<file path="src/rtl/pc_delay_unit.sv">
// Program-counter unit with configurable branch delay slots,
// stall, exception redirect and delay-slot tagging.
module pc_delay_unit #(
  parameter int          WIDTH        = 32,
  parameter logic [31:0] RESET_VECTOR = 32'hBFC00000,
  parameter logic [31:0] EXC_VECTOR   = 32'hBFC00380,
  parameter int          DELAY_SLOTS  = 1
) (
  input  logic             clk,
  input  logic             reset,
  input  logic             clk_enable,
  input  logic             stall,
  input  logic             branch_valid,
  input  logic [WIDTH-1:0] branch_target,
  input  logic             exc_valid,
  output logic [WIDTH-1:0] pc,
  output logic [WIDTH-1:0] pc_plus4,
  output logic             in_delay_slot,
  output logic             branch_dropped,
  output logic             misaligned
);

  generate
    if (DELAY_SLOTS < 0 || DELAY_SLOTS > 3) begin : g_bad_slots
      $error("pc_delay_unit: DELAY_SLOTS must be 0..3");
    end
    if (WIDTH < 8) begin : g_bad_width
      $error("pc_delay_unit: WIDTH must be >= 8");
    end
  endgenerate

  localparam logic [WIDTH-1:0] RST_PC = WIDTH'(RESET_VECTOR);
  localparam logic [WIDTH-1:0] EXC_PC = WIDTH'(EXC_VECTOR);
  localparam logic [1:0] REM_INIT =
    (DELAY_SLOTS > 0) ? 2'(DELAY_SLOTS - 1) : 2'd0;

  logic             pending_q, pending_d;
  logic [1:0]       remaining_q, remaining_d;
  logic [WIDTH-1:0] target_q, target_d;
  logic [WIDTH-1:0] pc_d;
  logic             dropped_d;

  assign pc_plus4      = pc + WIDTH'(4);
  assign misaligned    = |pc[1:0];
  assign in_delay_slot = pending_q;

  always_comb begin
    pc_d        = pc;
    pending_d   = pending_q;
    remaining_d = remaining_q;
    target_d    = target_q;
    dropped_d   = 1'b0;
    if (!clk_enable) begin
      dropped_d = 1'b0;
    end else if (exc_valid) begin
      pc_d        = EXC_PC;
      pending_d   = 1'b0;
      remaining_d = 2'd0;
    end else if (stall) begin
      dropped_d = 1'b0;
    end else if (pending_q) begin
      // a branch sitting in a delay slot cannot redirect again
      dropped_d = branch_valid;
      if (remaining_q == 2'd0) begin
        pc_d      = target_q;
        pending_d = 1'b0;
      end else begin
        pc_d        = pc_plus4;
        remaining_d = remaining_q - 2'd1;
      end
    end else if (branch_valid) begin
      if (DELAY_SLOTS == 0) begin
        pc_d = branch_target;
      end else begin
        pc_d        = pc_plus4;
        pending_d   = 1'b1;
        remaining_d = REM_INIT;
        target_d    = branch_target;
      end
    end else begin
      pc_d = pc_plus4;
    end
  end

  always_ff @(posedge clk) begin
    if (reset) begin
      pc             <= RST_PC;
      pending_q      <= 1'b0;
      remaining_q    <= 2'd0;
      target_q       <= '0;
      branch_dropped <= 1'b0;
    end else begin
      pc             <= pc_d;
      pending_q      <= pending_d;
      remaining_q    <= remaining_d;
      target_q       <= target_d;
      branch_dropped <= dropped_d;
    end
  end

endmodule

</file>
<file path="config.mk">
export PLATFORM = sky130hd
export DESIGN_NAME = pc_delay_unit
export DESIGN_NICKNAME = d
export VERILOG_FILES = /design/src/rtl/pc_delay_unit.sv
export SDC_FILE = /design/constraint.sdc
export NUM_CORES = 1
export LEC_CHECK = 0
export CAP_MARGIN = 10
export CORE_ASPECT_RATIO = 0.7
export CORE_MARGIN = 2
export CORE_UTILIZATION = 43
export DETAILED_ROUTE_END_ITERATION = 6
export GPL_TIMING_DRIVEN = 0
export PLACE_DENSITY = 0.77
export SYNTH_ARGS = -nofsm -noshare
export SYNTH_HDL_FRONTEND = slang
export SYNTH_SLANG_ARGS = --single-unit
</file>
<file path="constraint.sdc">
create_clock -name clk -period 2.35 [get_ports clk]
set_clock_uncertainty 0.15 [all_clocks]
set_input_delay 0.47 -clock clk [delete_from_list [all_inputs] [get_ports clk]]
set_output_delay 0.47 -clock clk [all_outputs]
set_load 0.05 [all_outputs]
</file>
==> results of run 1 <==
==> cell usage after synthesis, types with 4 or more instances <==
cell type | number | share of area [%]
a211oi_1 | 4 | 0.85
a21oi_1 | 53 | 7.5
a22oi_1 | 9 | 1.9
and3_1 | 7 | 1.2
clkbuf_1 | 27 | 2.9
dfxtp_1 | 68 | 38
inv_1 | 7 | 0.74
mux2i_1 | 6 | 1.7
nand2_1 | 91 | 9.6
nand3_1 | 20 | 2.8
nand4_1 | 6 | 1.1
nor2_1 | 33 | 3.5
nor3_1 | 8 | 1.1
nor4_1 | 5 | 0.88
o21ai_0 | 22 | 3.1
xnor2_1 | 18 | 4.4
xor2_1 | 10 | 2.5
==> through the flow <==
stage	setup slack (ns)	cell area [sq um]
after floorplan	-0.364	4000
after global placement	-1.17	5150
after detailed placement	-1.22	5150
after CTS	-0.274	5950
after global routing	-0.391	6160
final	-0.363	6160
==> cell families (layout without fill, tap and decap cells) <==
kind of cell,after synthesis,count (layout),synth area share [%]
and+or+nand+nor,199,199,27.7
AOI/OAI and AO/OA,118,118,20.1
DFF,68,68,38.4
buffers and inverters,40,216,4.55
xor gates and xnor gates,28,28,6.91
muxes,6,6,1.69
adders and majority gates,2,2,0.705
==> routing by layer <==
metal / up-vias / part of all wire (%) / global-route usage (%)
li1: 1961 / - / -
met1: 2047 / 39 / 40.7
met2: 374 / 44 / 48.6
met3: 70 / 13 / 8.81
met4: 0 / 3.7 / 8.41
met5: - / 0 / 0
==> power groups by stage <==
stage	sequential [mW]	clock, mW	combinational, mW
after floorplan	1.26	0	0.199
after global placement	1.22	0	0.398
after detailed placement	1.22	0	0.407
after CTS	1.19	1.26	0.425
after global routing	1.19	1.31	0.478
final	1.19	1.26	0.459
==> path summary, 6_finish.rpt <==
check                             end  slack [ns]  cells after the start
min          target_q[8]$_SDFFE_PP0P_        0.31                      2
max reg2reg       pc[26]$_SDFFE_PP1P_       -0.11                      6
max                      pc_plus4[30]       -0.36                      7
min reg2reg  target_q[8]$_SDFFE_PP0P_        0.31                      2
==> flip-flops by register name, indices dropped and copies added (netlist names) <==
signal,flops
target_q,32
in_delay_slot,1
pc,32
remaining_q,2
branch_dropped,1
==> repair_timing <==
item	4_1_cts	5_1_grt
resized for setup	214	52
hold buffers	0	0
pin swaps	20	11
endpoints found under the setup margin	85	81
buffers inserted	51	14
==> final cells by class <==
type,instances,share of cell area [%]
Multi-Input combinational cell,353,42.4
Timing Repair Buffer,167,25.5
Sequential cell,68,23.3
Clock buffer,9,3.65
Tap cell,101,2.05
Buffer,26,1.91
Clock inverter,7,0.771
Inverter,7,0.426
==> worst reg2reg max path: stages (launching register included) <==
cell and delay (ns):
dfxtp_1 0.35, clkbuf_1 0.38, a21o_1 0.18, clkbuf_1 0.45, nor2_1 0.26, a21oi_1 0.31, a2bb2oi_1 0.29
==> metrics, run 1 <==
first-pass GRT wire length=21.4 mm; multi-input logic area=~2600 sq um; detailed placement HPWL=roughly 9 mm; total CTS buffers=9; endpoints failing hold=0; CP Buf/Inv Count=3; gp weighted congestion=0.901; register area=roughly 1400 sq um; Die Width=roughly 110 um; total power=between 2 and 3 mW; clock sink count=roughly 70; Area Growth Syn to Fin=73.7%; setup slack after layout=-0.363 ns; internal cell power=~2.1 mW; RSZ-0062 raised after global routing=yes; relative slew slack=between 50% and 60%; WP data required=~1.7 ns; DRT antenna net count=0; failing checks=negative setup slack; first drt pass iteration count=6; critical path launch point=pc[13]$_SDFFE_PP0P_; part of the Yosys area used for sequential elements=about two fifths; initial antenna violation count=0; die height=80.0 um; # H-tree levels=3; Worst EP arrival=~2.1 ns; Least-Margin Pin Slew=roughly 0.73 ns; I/O Pins=roughly 110; Net Switching=roughly 0.85 mW; EDFF count, synth=0; Post-Syn Nets=around 500; post-synthesis cell type count=57; CTS tree=yes; ratio of cells with drive above 1 in the final layout=about a third; max-slew violations=0; synthesized area per cell=about 7.7 sq um; commonest non-fill, non-tap cells in the layout=nand2_1 (87), clkdlybuf4s50_1 (68), buf_4 (58); die area=around 9000 sq um; sequential power share=41.0%; crit path cell chain=nand4_4 -> nor4_4 -> buf_6 -> nand4_1 -> buf_6 -> xnor2_4 -> buf_6; Hold Path Class=flip-flop to flip-flop; Core ar.=around 7900 sq um; Clock Tree Buf Depth=2; root buf cell=clkbuf_16; final wirelength=15.0 mm; IO Port Bufs=102; Final min period=between 2 and 3 ns; Logic pwr share=between 10% and 20%; worst ir drop on vdd=526 uV; post-layout net count=672; status=complete, but fails checks; Static Leak=between 2 and 2.5 nW; initial drt markers=between 500 and 600; clk slew on worst S/H paths=~0.06 ns; Layout fillers=just over 500; asr flop ratio synth=0%; Tot GR Track Use=roughly 31%; CP Class=flip-flop to output pin; Final TNS setup=-5.03 ns; vias in the first global route=4110; DRC violations left=0; CP max stage cell=nor4_4; number of synthesized register bits=68; MaxCap Viol Count=0; synthesized cell area=between 3000 and 4000 sq um; Ant. Diodes=0; CP top delay family=simple AND/OR/NAND/NOR gates; final cell count without fillers=approximately 740; startpoint types=flip-flop; total grt overflow=0; largest net degree at the start of global routing=14; post-route clock period utilization=115%; via count=approximately 4500; min-delay src=target_q[8]$_SDFFE_PP0P_; Starting Density=about 45%; cell area power density=472 nW/um^2; Fin Hold WS=~0.31 ns; # setup viols final=22; Inst Count DP=664; Synth Warn #=0; maximum fanout along the worst path=5; Synth Flop Type=dfxtp_1; f_max=between 300 and 400 MHz; commonest non-fill, non-tap cell in the layout=nand2_1; Top cell by count, worst path=buf_6; CP endpoint kind=output pin; crit-path max cell delay=~0.38 ns; Synth Instances=~460; post-layout utilization of the core=between 70 and 80%; Clock power frac=a little over two fifths; routed len/inst=~20 um; # rows=27; drt via density=about 6.0; switch share=between 20 and 30%; Skew-Pair Late Insertion Delay=0.33 ns; worst reg2reg path startpoint=in_delay_slot$_SDFFE_PP0P_
Power figures use the tool's default switching activity.
==> run 2, diff against run 1 <==
--- a/config.mk
+++ b/config.mk
@@ -11,7 +11,7 @@
 export CORE_UTILIZATION = 43
 export DETAILED_ROUTE_END_ITERATION = 6
 export GPL_TIMING_DRIVEN = 0
-export PLACE_DENSITY = 0.77
+export PLACE_DENSITY_LB_ADDON = 0.1
 export SYNTH_ARGS = -nofsm -noshare
 export SYNTH_HDL_FRONTEND = slang
 export SYNTH_SLANG_ARGS = --single-unit
==> metrics, run 2 (synthesis results as in run 1) <==
final cell count without fillers=733 (was 738); gp weighted congestion=0.906 (was 0.901); relative slew slack=56.0% (was 51.6%); detailed placement HPWL=8.64 mm (was 8.88 mm); worst reg2reg path startpoint=pc[2]$_SDFFE_PP0P_ (was in_delay_slot$_SDFFE_PP0P_); I/O Pins=105 (unchanged); total grt overflow=0 (unchanged); Skew-Pair Late Insertion Delay=0.34 ns (was 0.33 ns); clock sink count=68 (unchanged); ratio of cells with drive above 1 in the final layout=33.1% (was 32.5%); CP max stage cell=dfxtp_4 (was nor4_4); Least-Margin Pin Slew=0.661 ns (was 0.726 ns); highest metal used=met4 (unchanged); # rows=27 (unchanged); met3 wire len=1.53 mm (was 1.91 mm); startpoint types=flip-flop (unchanged); Tot GR Track Use=29.2% (was 30.5%); Die Width=113 um (unchanged); commonest non-fill, non-tap cell in the layout=nand2_1 (unchanged); total power=3.11 mW (was 2.91 mW); Static Leak=2.53 nW (was 2.45 nW); cell area power density=495 nW/um^2 (was 472 nW/um^2); Area Growth Syn to Fin=76.7% (was 73.7%); met2 wire length=6.20 mm (was 6.65 mm); setup slack after layout=-0.315 ns (was -0.363 ns); Ant. Diodes=0 (unchanged); DP Area=5150 sq um (unchanged); MaxCap Viol Count=0 (unchanged); crit-path max cell delay=0.38 ns (about the same); total CTS buffers=9 (unchanged); final wirelength=14.1 mm (was 15.0 mm); initial drt markers=399 (was 504); Worst EP arrival=2.05 ns (was 2.09 ns); CTS Hold Bufs=0 (unchanged); via count=4333 (was 4452); largest net degree at the start of global routing=12 (was 14); clk slew on worst S/H paths=0.06 ns (about the same); Top cell by count, worst path=nand3_4 (was buf_6); maximum fanout along the worst path=5 (unchanged); Final min period=2.67 ns (was 2.71 ns); Hold Path Class=flip-flop to flip-flop (unchanged); CTS tree=yes (unchanged); status=complete, but fails checks (unchanged); DRC violations left=0 (unchanged); Core ar.=7940 sq um (unchanged); Inst Count DP=664 (unchanged); post-route clock period utilization=113% (was 115%); drt via density=5.91 (was 6.03); CP Buf/Inv Count=2 (was 3); routed len/inst=19.3 um (was 20.3 um); WP data required=1.73 ns (about the same); failing checks=negative setup slack (unchanged); f_max=375 MHz (was 369 MHz); Regs by FF count=pc (32), target_q (32), remaining_q (2) (unchanged); CP top delay family=simple AND/OR/NAND/NOR gates (unchanged); DRT antenna net count=0 (unchanged); post-layout net count=667 (was 672); RSZ-0062 raised after global routing=yes (unchanged); crit path cell chain=buf_12 -> nand3_4 -> nor4_4 -> and3_4 -> nand3_4 -> xnor2_4 -> buf_6 (was nand4_4 -> nor4_4 -> buf_6 -> nand4_1 -> buf_6 -> xnor2_4 -> buf_6); worst ir drop on vdd=385 uV (was 526 uV); Starting Density=44.7% (unchanged); initial antenna violation count=0 (unchanged); first drt pass iteration count=5 (was 6); max-slew violations=0 (unchanged); wl on met1=6.04 mm (was 5.87 mm); CP endpoint kind=output pin (unchanged); die height=80.0 um (unchanged); die area=9010 sq um (unchanged); Clock Tree Buf Depth=2 (unchanged); commonest non-fill, non-tap cells in the layout=nand2_1 (83), clkdlybuf4s50_1 (65), a21oi_1 (53) (was nand2_1 (87), clkdlybuf4s50_1 (68), buf_4 (58)); # H-tree levels=3 (unchanged); Finished Cell Area=6270 sq um (was 6160 sq um); first-pass GRT wire length=20.3 mm (was 21.4 mm); Layout fillers=496 (was 505); vias in the first global route=3760 (was 4110); # setup viols final=23 (was 22); pre-CTS setup slack=-1.21 ns (was -1.22 ns); endpoints failing hold=0 (unchanged); root buf cell=clkbuf_16 (unchanged); IO Port Bufs=102 (unchanged); min-delay src=target_q[7]$_SDFFE_PP0P_ (was target_q[8]$_SDFFE_PP0P_); CP Class=flip-flop to output pin (unchanged); critical path launch point=pc[2]$_SDFFE_PP0P_ (was pc[13]$_SDFFE_PP0P_)
run 2: cell count changes in the layout (fill, tap and decap cells not counted), sizes merged:
| cell | change |
|---|---|
| clkdlybuf4s50 | -3 |
| buf | -4 |
| bufinv | +2 |
| clkinvlp | -1 |
| clkdlybuf4s15 | -2 |
| dlygate4sd2 | +1 |
| dlymetal6s2s | +2 |
| clkbuf | +4 |
| inv | -4 |
run 2: area by class of cell:
type | count | area [sq um] | share of cell area (%)
multi-input combinational | 353 | 2680 | 42.8
inverter | 7 | 26.3 | 0.419
clock buffer | 12 | 236 | 3.77
tap | 101 | 126 | 2.02
timing repair buffer | 162 | 1560 | 24.9
buffer | 26 | 121 | 1.94
sequential | 68 | 1440 | 23.0
clock inverter | 4 | 73.8 | 1.18
run 2: repair_timing:
item / CTS / global route
gates cloned: 0 / 0
resized for setup: 213 / 79
setup buffers: 25 / 35
endpoints found under the setup margin: 77 / 63
pin swaps: 15 / 26
run 2: routing by layer:
layer / track usage (%) / vias to the layer above
met3: 6.99 / 43
met5: 0 / -
met4: 7.93 / 0
met1: 42.4 / 2042
met2: 43.2 / 283
li1: - / 1965
run 2: power by group:
group	total (mW)	leakage [nW]	switching (mW)	internal (mW)
clock network	1.45	0.151	0.522	0.930
logic	0.460	1.82	0.282	0.178
registers	1.19	0.565	0.0321	1.16
total	3.11	2.53	0.837	2.27
run 2: worst paths after layout:
path	endpoint	slack (ns)	depth (start not counted)
worst max register to register	pc[21]$_SDFFE_PP0P_	0.02	8
worst min-delay path	target_q[7]$_SDFFE_PP0P_	0.31	2
worst min register to register	target_q[7]$_SDFFE_PP0P_	0.31	2
worst max-delay path	pc_plus4[29]	-0.32	7
run 2: tightest hold or removal path: cells and delay by family (launching register included):
family | cells | cell delay (ns)
DFF | 1 | 0.31
AOI/OAI and AO/OA | 1 | 0.05
and+or+nand+nor | 1 | 0.05
run 2: per-stage QoR:
step	TNS (ns)	util (%)	hold slack (ns)
floorplan	-4.13	-	0.282
global placement	-43.86	64.8	0.292
detailed placement	-45.24	64.8	0.297
CTS	-4.94	73.0	0.305
global route	-5.95	79.0	0.325
finish	-4.12	79.0	0.307
